### src/rtl/sat_adder_pkg.sv
// ---------------------------------------------------------------------------
// sat_adder_pkg
// Shared constant helpers for the saturating adder tree.
//   satMax(width) : largest two's complement value of the given width
//   satMin(width) : smallest two's complement value of the given width
//   clog2(value)  : ceiling log2, used to size the tree depth
// No ports; imported by sat_add and sat_adder_tree.
// ---------------------------------------------------------------------------
package sat_adder_pkg;

   // Largest representable value, returned wide so callers can size-cast it
   function automatic longint satMax(input int width);
      return (longint'(1) <<< (width - 1)) - longint'(1);
   endfunction

   // Most negative representable value, returned wide for the same reason
   function automatic longint satMin(input int width);
      return -(longint'(1) <<< (width - 1));
   endfunction

   // Ceiling log2 evaluated at elaboration time
   function automatic int clog2(input int value);
      int r;
      r = 0;
      while ((longint'(1) <<< r) < longint'(value)) begin
         r = r + 1;
      end
      return r;
   endfunction

endpackage

### src/rtl/sat_add.sv
// ---------------------------------------------------------------------------
// sat_add
// Combinational two-operand saturating adder for signed two's complement.
// Ports:
//   a, b : DWIDTH-bit signed operands
//   s    : DWIDTH-bit signed sum, clamped to MAX/MIN on overflow
//   sat  : 1 when the sum was clamped
// ---------------------------------------------------------------------------
module sat_add
   import sat_adder_pkg::*;
#(
   parameter int DWIDTH = 16
) (
   input  logic [DWIDTH-1:0] a,
   input  logic [DWIDTH-1:0] b,
   output logic [DWIDTH-1:0] s,
   output logic              sat
);

   localparam logic [DWIDTH-1:0] MAX_VAL = DWIDTH'(satMax(DWIDTH));
   localparam logic [DWIDTH-1:0] MIN_VAL = DWIDTH'(satMin(DWIDTH));

   logic [DWIDTH:0] wideSum;

   // One guard bit is enough to hold the exact sum of two DWIDTH operands
   assign wideSum = {a[DWIDTH-1], a} + {b[DWIDTH-1], b};

   // Top two bits differing means the true sum left the DWIDTH range; the
   // guard bit then carries the true sign and selects which rail to clamp to
   always_comb begin
      s   = wideSum[DWIDTH-1:0];
      sat = 1'b0;
      if (wideSum[DWIDTH] != wideSum[DWIDTH-1]) begin
         sat = 1'b1;
         s   = wideSum[DWIDTH] ? MIN_VAL : MAX_VAL;
      end
   end

endmodule

### src/rtl/sat_adder_tree.sv
// ---------------------------------------------------------------------------
// sat_adder_tree
// Pipelined saturating NUM_IN-input adder tree followed by an optional
// accumulate stage. Latency from in_valid to out_valid is log2(NUM_IN)+1.
// Ports:
//   clk, rst   : clock and synchronous active-high reset
//   in_valid   : operand vector valid (no backpressure)
//   in_last    : closes an accumulation group (only meaningful with in_acc)
//   in_acc     : 0 = pass-through beat, 1 = accumulate beat
//   din        : NUM_IN signed operands, operand k at [k*DWIDTH +: DWIDTH]
//   out_valid  : one-cycle pulse marking a new dout/ovf
//   dout       : signed saturated result, held between pulses
//   ovf        : some stage clamped while producing this result
// ---------------------------------------------------------------------------
module sat_adder_tree
   import sat_adder_pkg::*;
#(
   parameter int DWIDTH = 16,
   parameter int NUM_IN = 8
) (
   input  logic                     clk,
   input  logic                     rst,
   input  logic                     in_valid,
   input  logic                     in_last,
   input  logic                     in_acc,
   input  logic [NUM_IN*DWIDTH-1:0] din,
   output logic                     out_valid,
   output logic [DWIDTH-1:0]        dout,
   output logic                     ovf
);

   localparam int L = clog2(NUM_IN);

   // Tree nodes use heap numbering: node i has children 2i and 2i+1, node 1
   // is the root, and indices NUM_IN..2*NUM_IN-1 are the raw operands. This
   // reproduces the fixed 2k/2k+1 pairing at every stage.
   logic [DWIDTH-1:0] nodeVal [2:2*NUM_IN-1];
   logic [DWIDTH-1:0] node_d  [1:NUM_IN-1];
   logic [DWIDTH-1:0] node_q  [1:NUM_IN-1];
   logic [NUM_IN-1:1] nodeSat;

   logic [L:1] vld_d,  vld_q;
   logic [L:1] last_d, last_q;
   logic [L:1] mode_d, mode_q;
   logic [L:1] sat_d,  sat_q;

   logic [DWIDTH-1:0] accum_d, accum_q;
   logic [DWIDTH-1:0] accBase;
   logic [DWIDTH-1:0] accSum;
   logic              accSat;
   logic              first_d, first_q;
   logic              sticky_d, sticky_q;
   logic              groupOvf;
   logic              outValid_d, outValid_q;
   logic [DWIDTH-1:0] dout_d, dout_q;
   logic              ovf_d, ovf_q;

   // Child view of the tree: registered internal nodes plus the live operands
   for (genvar i = 2; i < NUM_IN; i++) begin : gInner
      assign nodeVal[i] = node_q[i];
   end

   for (genvar k = 0; k < NUM_IN; k++) begin : gLeaf
      assign nodeVal[NUM_IN + k] = din[k*DWIDTH +: DWIDTH];
   end

   // Stage st holds NUM_IN>>st nodes; each node saturating-adds its two children
   for (genvar st = 1; st <= L; st++) begin : gStage
      for (genvar n = 0; n < (NUM_IN >> st); n++) begin : gNode
         localparam int IDX = (NUM_IN >> st) + n;
         sat_add #(.DWIDTH(DWIDTH)) uAdd (
            .a   (nodeVal[2*IDX]),
            .b   (nodeVal[2*IDX + 1]),
            .s   (node_d[IDX]),
            .sat (nodeSat[IDX])
         );
      end
   end

   // Sideband shift: valid/last/mode follow the data one stage per cycle, and
   // the sat flag of each stage ORs every clamp in that stage into the flag
   // inherited from the previous one
   always_comb begin
      vld_d  = '0;
      last_d = '0;
      mode_d = '0;
      sat_d  = '0;
      vld_d[1]  = in_valid;
      last_d[1] = in_last;
      mode_d[1] = in_acc;
      for (int st = 2; st <= L; st++) begin
         vld_d[st]  = vld_q[st-1];
         last_d[st] = last_q[st-1];
         mode_d[st] = mode_q[st-1];
         sat_d[st]  = sat_q[st-1];
      end
      for (int st = 1; st <= L; st++) begin
         for (int i = (NUM_IN >> st); i < (NUM_IN >> (st - 1)); i++) begin
            sat_d[st] = sat_d[st] | nodeSat[i];
         end
      end
   end

   // Tree data needs no reset: stale values are never used without a valid
   always_ff @(posedge clk) begin
      node_q <= node_d;
   end

   // Start of a group adds into zero and ignores whatever sticky flag is left
   assign accBase  = first_q ? '0 : accum_q;
   assign groupOvf = (sticky_q & ~first_q) | sat_q[L] | accSat;

   sat_add #(.DWIDTH(DWIDTH)) uAcc (
      .a   (accBase),
      .b   (node_q[1]),
      .s   (accSum),
      .sat (accSat)
   );

   // Accumulator: a pass-through or last beat emits and reopens the group,
   // any other accumulate beat folds in silently; bubbles change nothing
   always_comb begin
      accum_d    = accum_q;
      first_d    = first_q;
      sticky_d   = sticky_q;
      outValid_d = 1'b0;
      dout_d     = dout_q;
      ovf_d      = ovf_q;
      if (vld_q[L]) begin
         if (!mode_q[L] || last_q[L]) begin
            outValid_d = 1'b1;
            dout_d     = accSum;
            ovf_d      = groupOvf;
            first_d    = 1'b1;
            accum_d    = '0;
            sticky_d   = 1'b0;
         end else begin
            accum_d  = accSum;
            sticky_d = groupOvf;
            first_d  = 1'b0;
         end
      end
   end

   // Control and output registers; reset drops every in-flight beat and any
   // partially accumulated group without producing a pulse
   always_ff @(posedge clk) begin
      if (rst) begin
         vld_q      <= '0;
         last_q     <= '0;
         mode_q     <= '0;
         sat_q      <= '0;
         accum_q    <= '0;
         first_q    <= 1'b1;
         sticky_q   <= 1'b0;
         outValid_q <= 1'b0;
         dout_q     <= '0;
         ovf_q      <= 1'b0;
      end else begin
         vld_q      <= vld_d;
         last_q     <= last_d;
         mode_q     <= mode_d;
         sat_q      <= sat_d;
         accum_q    <= accum_d;
         first_q    <= first_d;
         sticky_q   <= sticky_d;
         outValid_q <= outValid_d;
         dout_q     <= dout_d;
         ovf_q      <= ovf_d;
      end
   end

   assign out_valid = outValid_q;
   assign dout      = dout_q;
   assign ovf       = ovf_q;

endmodule

### config.mk
export PLATFORM = sky130hd
export DESIGN_NAME = sat_adder_tree
export DESIGN_NICKNAME = d
export VERILOG_FILES = /design/src/rtl/sat_adder_pkg.sv /design/src/rtl/sat_add.sv /design/src/rtl/sat_adder_tree.sv
export SDC_FILE = /design/constraint.sdc
export NUM_CORES = 1
export LEC_CHECK = 0
export ABC_AREA = 1
export ABC_CLOCK_PERIOD_IN_PS = 4000
export CORE_ASPECT_RATIO = 0.7
export CORE_MARGIN = 5
export CORE_UTILIZATION = 59
export CTS_CLUSTER_DIAMETER = 100
export DETAILED_ROUTE_END_ITERATION = 16
export PLACE_DENSITY = 0.85
export SYNTH_ARGS = -nofsm -noshare
export SYNTH_HDL_FRONTEND = slang
export SYNTH_SLANG_ARGS = --single-unit
### constraint.sdc
create_clock -name clk -period 4 [get_ports clk]
set_input_delay 0.8 -clock clk [delete_from_list [all_inputs] [get_ports clk]]
set_output_delay 0.8 -clock clk [all_outputs]
set_load 0.02 [all_outputs]
After elaboration in Yosys (flattened, before gate mapping)
Cells that the tools add are included. Widths: inputs -> output; s select.

Flip-flop bits (word level): 160. Input bits: 133. Output and inout port bits: 18. Word-level logic and storage cells: 76.

$add $sub $neg: 8. Equal/unequal tests: 8. Mux-type cells: 28. Bitwise gates (word level): 11. Reductions and logical operators: 4.

Operator list (number): $mux 16 (18); $add 16x16->17 (8); $mux 1 (10); $ne 1x1->1 (8); $or 1x1->1 (8); $not 1->1 (2); $reduce_and 2->1 (1); $reduce_or 2->1 (1); $and 1x1->1 (1); $logic_not 1->1 (1); $logic_or 1x1->1 (1).

Longest topological paths before layout
Gate-level depths: netlist of the first run.

Depth after elaboration: 6. Gate-level depth with buffers: 21. Gate-level depth less buffers: 19.

By module
From an unflattened synthesis of the first run, not the netlist that was laid out.

Cells, all modules: 1870. Area total of the unflattened synthesis: 12752.2 um2.

By module, submodules not included: sat_adder_tree (instances 1, cells each 340, area each 3941.3 um2, seq. area each 3203.1 um2); sat_add (gStage[1].gNode[1].uAdd ...) (instances 3, cells each 194, area each 1153.6 um2, seq. area each 0.0 um2); sat_add (gStage[2].gNode[1].uAdd ...) (instances 3, cells each 188, area each 1042.2 um2, seq. area each 0.0 um2); sat_add (gStage[1].gNode[0].uAdd) (instances 1, cells each 194, area each 1147.4 um2, seq. area each 0.0 um2); sat_add (gStage[2].gNode[0].uAdd) (instances 1, cells each 190, area each 1076.0 um2, seq. area each 0.0 um2).

Least setup slack after synthesis of the first run
No wires, ideal clock.

Kind: reg-to-reg. Start point: register first_q. End point: register dout_q[6], in the netlist dout[6]. Library setup time: 0.117 ns. Arrival: 2.464 ns. Data required time: 3.883 ns. Setup slack: 1.419 ns. Stages on the path, launching flop included: 21. Path buffers: 3. Period minus slack after synthesis: 2.581 ns. Cells stage by stage: dfxtp_1 -> clkbuf_1 -> clkbuf_1 -> nor2_1 -> ha_1 -> inv_1 -> fa_1 -> inv_1 -> nand3_1 -> nand2_1 -> nand2_1 -> nand2_2 -> nand2_2 -> nand2_1 -> nand2_2 -> nand2_2 -> nand2_4 -> buf_6 -> nand2_1 -> nand2_1 -> a22o_1.

Cells in the longest elaborated chain, start to end: 4. Elaborated cells between the ends (all ways): 5. Those cells by class: add/sub (1); eq/ne (1); mux (3).

RTL lines: from (decl) (line sat_adder_tree.sv:51) `logic first_d, first_q;`; from (signal assigned) (line sat_adder_tree.sv:165) `first_q <= first_d;`; $mux 16 (*) (line sat_adder_tree.sv:110) `assign accBase = first_q ? '0 : accum_q;`; $add 16x16->17 (*) (line sat_add.sv:26) `assign wideSum = {a[DWIDTH-1], a} + {b[DWIDTH-1], b};`; $mux 16 / $ne 1x1->1 (equally long branches) (line sat_add.sv:35, sat_add.sv:33); $mux 16 (*) (line sat_add.sv:33) `if (wideSum[DWIDTH] != wideSum[DWIDTH-1]) begin`; to (signal assigned) (line sat_adder_tree.sv:168) `dout_q <= dout_d;`; to (decl) (line sat_adder_tree.sv:55) `logic [DWIDTH-1:0] dout_d, dout_q;`.

Every way passes the cells marked *; elsewhere a longest branch is shown, timed or not. A chain may end at the register's enable or synchronous reset.

Worst setup path in the final report of the first run
Start point: register first_q. End point: register accum_q[0].

Cells in the longest elaborated chain, start to end: 5. Elaborated cells between the ends (all ways): 6. Those cells by class: add/sub (1); eq/ne (1); mux (4).

RTL lines: $mux 16 (*) (line sat_adder_tree.sv:110); $add 16x16->17 (*) (line sat_add.sv:26); $mux 16 / $ne 1x1->1 (equally long branches) (line sat_add.sv:35, sat_add.sv:33); $mux 16 (*) (line sat_add.sv:33); $mux 16 (*) (line sat_adder_tree.sv:130) `if (!mode_q[L] || last_q[L]) begin`; to (signal assigned) (line sat_adder_tree.sv:164) `accum_q <= accum_d;`; to (decl) (line sat_adder_tree.sv:47) `logic [DWIDTH-1:0] accum_d, accum_q;`.

Marks and branches as above.

==> results.md, run 1 <==
- Worst Reg-to-Reg Cells: 15
- Sequential area share after synthesis: 0.284
- Buf/Inv on CP: 2
- DRC: 0
- Grt ovf: 0
- CP startpoint kind: register
- Top cells by area, synth: dfxtp_1 28%, nand2_1 20%, ha_1 14%
- Min-delay src: last_q[1]
- Die area: 22000 um2
- Worst IR Drop VDD: 0.542 mV
- Pin count of the biggest net entering global routing: 32
- Row Count: 42
- Max incr delay on CP: about 0.5 ns
- RSZ-0062 raised after global routing: false
- Inserted Diodes: 0
- Synth Warn #: 0
- Area of placed instances: ~13000 um2
- Final ANT Viol Nets: 0
- Register bit count reported by yosys: 160
- CTS buffer count: 17
- # setup viols final: 0
- Worst Path Max Fanout: 16
- Root buf cell: clkbuf_16
- First-pass GRT wire length: 45700 um
- Post-Synth XOR/XNOR Area: 0.0737
- Synth Area in Compound Gates: 0.105
- Count leader, synth: nand2_1
- Post-synthesis async set-or-reset flop share: 0
- Setup Slack @ Placement: 0.533 ns
- I/O pin count: roughly 150
- Fin. max-slew vios: 0
- Slew @ Worst Pin: roughly 1.2 ns
- Period minus WS final: just over 3 ns
- Fin Setup TNS: 0 ns
- Simple-gate share of the synthesized area: 0.302
- Hold depth: 2
- Slack of the worst reg-to-reg path: a little under 0.9 ns
- Share of layout cells above drive strength 1: 0.0373
- Largest family of logic cells by synthesized area: simple AND/OR/NAND/NOR gates
- Yosys top cell area share: 0.284
- Post-synth top area cell: dfxtp_1
- WHS Endpoint: last_q[2]
- Reg2Reg Capture Point: accum_q[0]
- Required time of the critical path: between 4 and 5 ns
- Initial core utilization: 0.598
- Vias: around 11000
- Core area: ~19000 um2
- Hold buffers post-CTS: 0
- F_max: between 300 and 400 MHz
- Clk Latency, worst-skew pair: about 0.42 ns
- Vias in the first global route: roughly 10000
- WL per Instance: between 10 and 15 um
- Setup Buffers After CTS: 0
- Synth unique cells: 37
- Post-Synth Adder-Cell Area: 0.156
- DRT Pass-1 Iters: 5
- H-tree Lvls: 4
- Nature of the critical path endpoint: register
- Max_slew headroom: 0.193
- Area growth, synth to finish: 20.1%
- GRT Total Usage: 0.243
- Fraction of synthesized area in multiplexers: 0
- Crit path top cell by count: nand2_1
- Avg Inst Size Synth: 6.77 um2
- Routability cong.: about 0.92
- Status: finished, final reports clean
- Worst path top cell family by delay: simple AND/OR/NAND/NOR gates
- Maxcap violations: 0
- Post-DP HPWL: 21600 um
- Top FF cell, synth: dfxtp_1
- Input/output buffers: 150
- Hold Crit Class: register to register
- Layout Nets: approximately 2100
- Fin crit share: 0.780
- Die Ht: roughly 130 um
- Post-synth EDFFs: 0
- TritonCTS clock tree: built
- WP data arrival: 3.46 ns
- Post-synthesis net count: about 1900
- CP cell instances: nor2_1 -> ha_1 -> inv_1 -> fa_1 -> inv_1 -> nand3_1 -> nand2_1 -> nand2_1 -> nand2_2 -> nand2_2 -> nand3_2 -> nand4_2 -> nand2_1 -> nand2_1 -> a21oi_1
- Post-Syn Area: about 11000 um2
- Initial antenna violation count: 0
- # clock sinks: 160
- Max Root-Sink Buffers: 2
- Most frequent cells after synthesis: 612 x nand2_1, 196 x inv_1, 160 x dfxtp_1
- Slowest CP cell: dfxtp_1
- Final WL: 27200 um
- PD cells: just under 700 nW/um2
- Final Non-Filler Cells: 2063
- Min setup slack post-route: 0.881 ns
- Setup CP Type: register to register
- Placed insts: about 2000
- Final hold violation count: 0
- Register clock-pin slew on the reported worst setup and hold paths: 0.07 ns
- Drt initial violations: between 700 and 800
- Cts repair resizes: 0
- Clk_skew: 0.00931 ns
- RR Startpoint: first_q
- Fillers: around 1500
- Finished Cell Area: 13600 um2
- Width of the die: roughly 180 um
- Routed vias/inst: 5.26
- Synth Instances: 1667
- Pleak: around 7.1 nW
-- tightest hold or removal path, cell delays in order (launching register included) --
cell,delay [ns]
dfxtp_1,0.30
inv_1,0.04
nor2_1,0.03
-- state kept, by name (all words and copies together), names as in the netlist --
| register | count |
|---|---|
| first_q | 1 |
| mode_q | 3 |
| ovf | 1 |
| vld_q | 3 |
| accum_q | 16 |
| out_valid | 1 |
| last_q | 3 |
| node_q | 16 |
| sat_q | 3 |
| nodeVal | 96 |
| dout | 16 |
| sticky_q | 1 |
-- final cells by class --
cell class | instances | area (um2) | share of cell area
Multi-Input combinational cell | 1279 | 7190 | 0.530
Sequential cell | 160 | 3200 | 0.236
Timing Repair Buffer | 151 | 1510 | 0.111
Inverter | 200 | 751 | 0.0554
Clock buffer | 18 | 429 | 0.0317
Tap cell | 242 | 303 | 0.0223
Clock inverter | 13 | 176 | 0.0130
-- cells by family (layout without fill, tap and decap cells) --
| family | count (synthesis) | after routing |
|---|---|---|
| simple gates | 841 | 841 |
| buf+inv | 228 | 382 |
| compound gates | 207 | 207 |
| flops | 160 | 160 |
| fa+ha+maj | 136 | 136 |
| xor+xnor | 95 | 95 |
-- report_power, final --
group / leakage (nW) / internal [mW] / switching [mW]
registers: 1.33 / 2.15 / 0.208
logic: 5.45 / 1.96 / 3.36
clock network: 0.286 / 0.994 / 0.671
-- placed cells by master (no fill, tap or decap), types with 10 or more instances in the layout --
| master | count |
|---|---|
| nand3_1 | 81 |
| o21ai_0 | 35 |
| nand2_2 | 13 |
| a31oi_1 | 16 |
| clkbuf_16 | 17 |
| nor2_1 | 98 |
| clkdlybuf4s50_1 | 150 |
| xor2_1 | 51 |
| inv_1 | 196 |
| nor3_1 | 14 |
| dfxtp_1 | 160 |
| o21bai_1 | 15 |
| xnor2_1 | 44 |
| nand2_1 | 612 |
| o21ai_1 | 10 |
| a21oi_1 | 104 |
| ha_1 | 128 |
-- routing by layer --
metal,track usage,vias up,wire length (um)
li1,-,5601,-
met1,0.321,4873,12500
met2,0.413,319,12400
met3,0.0362,50,1700
met4,0.0739,0,632
met5,0,-,0
-- metrics by stage --
stage	hold WS (ns)	power, mW	utilization
after global routing	0.422	10.2	0.719
final	0.406	9.35	0.719
after floorplan	0.388	6.34	-
after detailed placement	0.399	7.50	0.687
after CTS	0.408	9.29	0.719
after global placement	0.389	7.32	0.687
-- how the worst max path moves through the flow --
stage / from / endpoint / cells past startpoint
finish: first_q / accum_q[0] / 15
global route: first_q / accum_q[0] / 15
CTS: first_q / accum_q[0] / 15
detailed placement: din[96] / nodeVal[131] / 14
global placement: din[96] / sat_q[1] / 14
floorplan: first_q / dout[6] / 20
No activity file was read; power rests on OpenSTA's default activity.
==> inputs of run 2 (changes only) <==
ABC_CLOCK_PERIOD_IN_PS = 3020   (was 4000)
CORE_UTILIZATION = 57   (was 59)
PLACE_DENSITY = 0.82   (was 0.85)
clock period = 3.02 ns   (was 4 ns; I/O delays follow)
==> run 2 against run 1 <==
Against the previous run: clock skew is 0.0027 ns higher; global-route usage down 0.73 points; highest routed layer unchanged; cell area grew 1.9%; first-iteration DRC count is 18% higher; via count fell by 1.3%; sequential power up 32%; non-clock buffer count rose by 22; final cell count rose by 2.4%; largest cell class unchanged; worst setup slack got worse by 0.45 ns; register-to-register slack lost 0.40 ns.
==> results.md, run 2 (same netlist as run 1, synthesis figures left out) <==
- Status: finished, final reports clean
- TritonCTS clock tree: built
- Final hold violation count: 0
- Hold buffers post-CTS: 0
- Max Root-Sink Buffers: 2
- Hold Crit Class: register to register
- Placed insts: 2082
- Slack of the worst reg-to-reg path: 0.48 ns
- Pin count of the biggest net entering global routing: 21
- Fin crit share: 0.856
- Input/output buffers: 150
- F_max: 387 MHz
- Final WL: roughly 27000 um
- Initial core utilization: 0.575
- Setup Slack @ Placement: 0.0106 ns
- First-pass GRT wire length: between 40000 and 50000 um
- Layout Nets: 2100
- H-tree Lvls: 4
- Row Count: 43
- Core area: around 20000 um2
- Register clock-pin slew on the reported worst setup and hold paths: 0.07 ns
- CP startpoint kind: primary input
- DRT Pass-1 Iters: 7
- Final Non-Filler Cells: around 2100
- Crit path top cell by count: nand2_1
- # setup viols final: 0
- Routed vias/inst: 5.06
- Pleak: around 7.2 nW
- Hold depth: 2
- Vias: about 11000
- Cts repair resizes: 0
- WP data arrival: 2.91 ns
- DRC: 0
- Maxcap violations: 0
- Vias in the first global route: approximately 10000
- Root buf cell: clkbuf_16
- Die Ht: 128 um
- WL per Instance: 12.6 um
- CTS buffer count: 17
- Final ANT Viol Nets: 0
- Slew @ Worst Pin: ~0.66 ns
- Nature of the critical path endpoint: register
- CP Depth: 15
- Most common cell after layout, fill and taps aside: nand2_1
- # clock sinks: 160
- Width of the die: 178 um
- RSZ-0062 raised after global routing: false
- Slowest CP cell: clkdlybuf4s50_1
- I/O pin count: around 150
- Share of layout cells above drive strength 1: 0.0494
- PD cells: 906 nW/um2
- Max incr delay on CP: around 0.46 ns
- Clk Latency, worst-skew pair: between 0.4 and 0.5 ns
- Min setup slack post-route: roughly 0.44 ns
- Drt initial violations: 838
- Max_slew headroom: 0.560
- Period minus WS final: between 2 and 3 ns
- Max reg flops: 96
- Worst Path Max Fanout: 5
- Worst IR Drop VDD: 0.687 mV
- Inserted Diodes: 0
- Setup Buffers After CTS: 0
- Fin. max-slew vios: 0
- Worst path top cell family by delay: simple AND/OR/NAND/NOR gates
- Initial antenna violation count: 0
- Layout Utilization: 0.704
- Fillers: ~1600
- Post-DP HPWL: around 21000 um
- Setup CP Type: primary input to register
- Most frequent cells in the layout: 612 x nand2_1, 196 x inv_1, 160 x dfxtp_1
- Area growth, synth to finish: 22.4%
- Die area: 22800 um2
- Hold WS: between 0.3 and 0.4 ns
- Fin Setup TNS: 0 ns
- Grt ovf: 0
- GRT Total Usage: 0.235
- Worst Reg-to-Reg Cells: 17
- Required time of the critical path: approximately 3.3 ns
- Routability cong.: 0.926
- Clk_skew: about 0.012 ns
- CP cell instances: clkdlybuf4s50_1 -> ha_1 -> inv_1 -> fa_1 -> o21ai_0 -> nand3_1 -> nand2_1 -> nand2_1 -> nand2_1 -> nand2_1 -> nand2_1 -> nand2_1 -> nand2_1 -> o21ai_0 -> buf_4
- Buf/Inv on CP: 3
run 2: worst min-delay path, stage by stage, from the launching register on:
cell     delay, ns
dfxtp_1       0.30
inv_1         0.04
nor2_1        0.03
run 2: cell type report:
cell class | instances | area [um2] | share of cell area
Tap cell | 270 | 338 | 0.0244
Clock buffer | 18 | 439 | 0.0318
Inverter | 200 | 751 | 0.0543
Timing Repair Buffer | 173 | 1700 | 0.123
Multi-Input combinational cell | 1279 | 7190 | 0.520
Sequential cell | 160 | 3200 | 0.232
Clock inverter | 13 | 199 | 0.0144
run 2: layer usage:
metal,global-route usage,wire length [um],vias to the layer above
met2,0.384,11900,269
met1,0.334,13000,4757
met5,0,0,-
met3,0.0333,1370,36
met4,0.0510,367,0
li1,-,-,5637
run 2: final timing paths:
| path | from | end |
|---|---|---|
| hold reg to reg | last_q[1] | last_q[2] |
| setup / recovery | din[64] | nodeVal[156] |
| hold / removal | last_q[1] | last_q[2] |
| setup reg to reg | accum_q[0] | dout[8] |
run 2: stage by stage:
| stage | power, mW | cell area, um2 |
|---|---|---|
| CTS | 12.4 | 13800 |
| detailed placement | 10.0 | 13200 |
| floorplan | 8.39 | 11300 |
| global placement | 9.83 | 13200 |
| global route | 13.6 | 13800 |
| finish | 12.5 | 13800 |
run 2: where the power goes:
part,internal (mW),total (mW),switching [mW]
sequential,2.85,3.12,0.270
clock,1.42,2.33,0.909
combinational,2.69,7.06,4.36
total,6.97,12.5,5.54
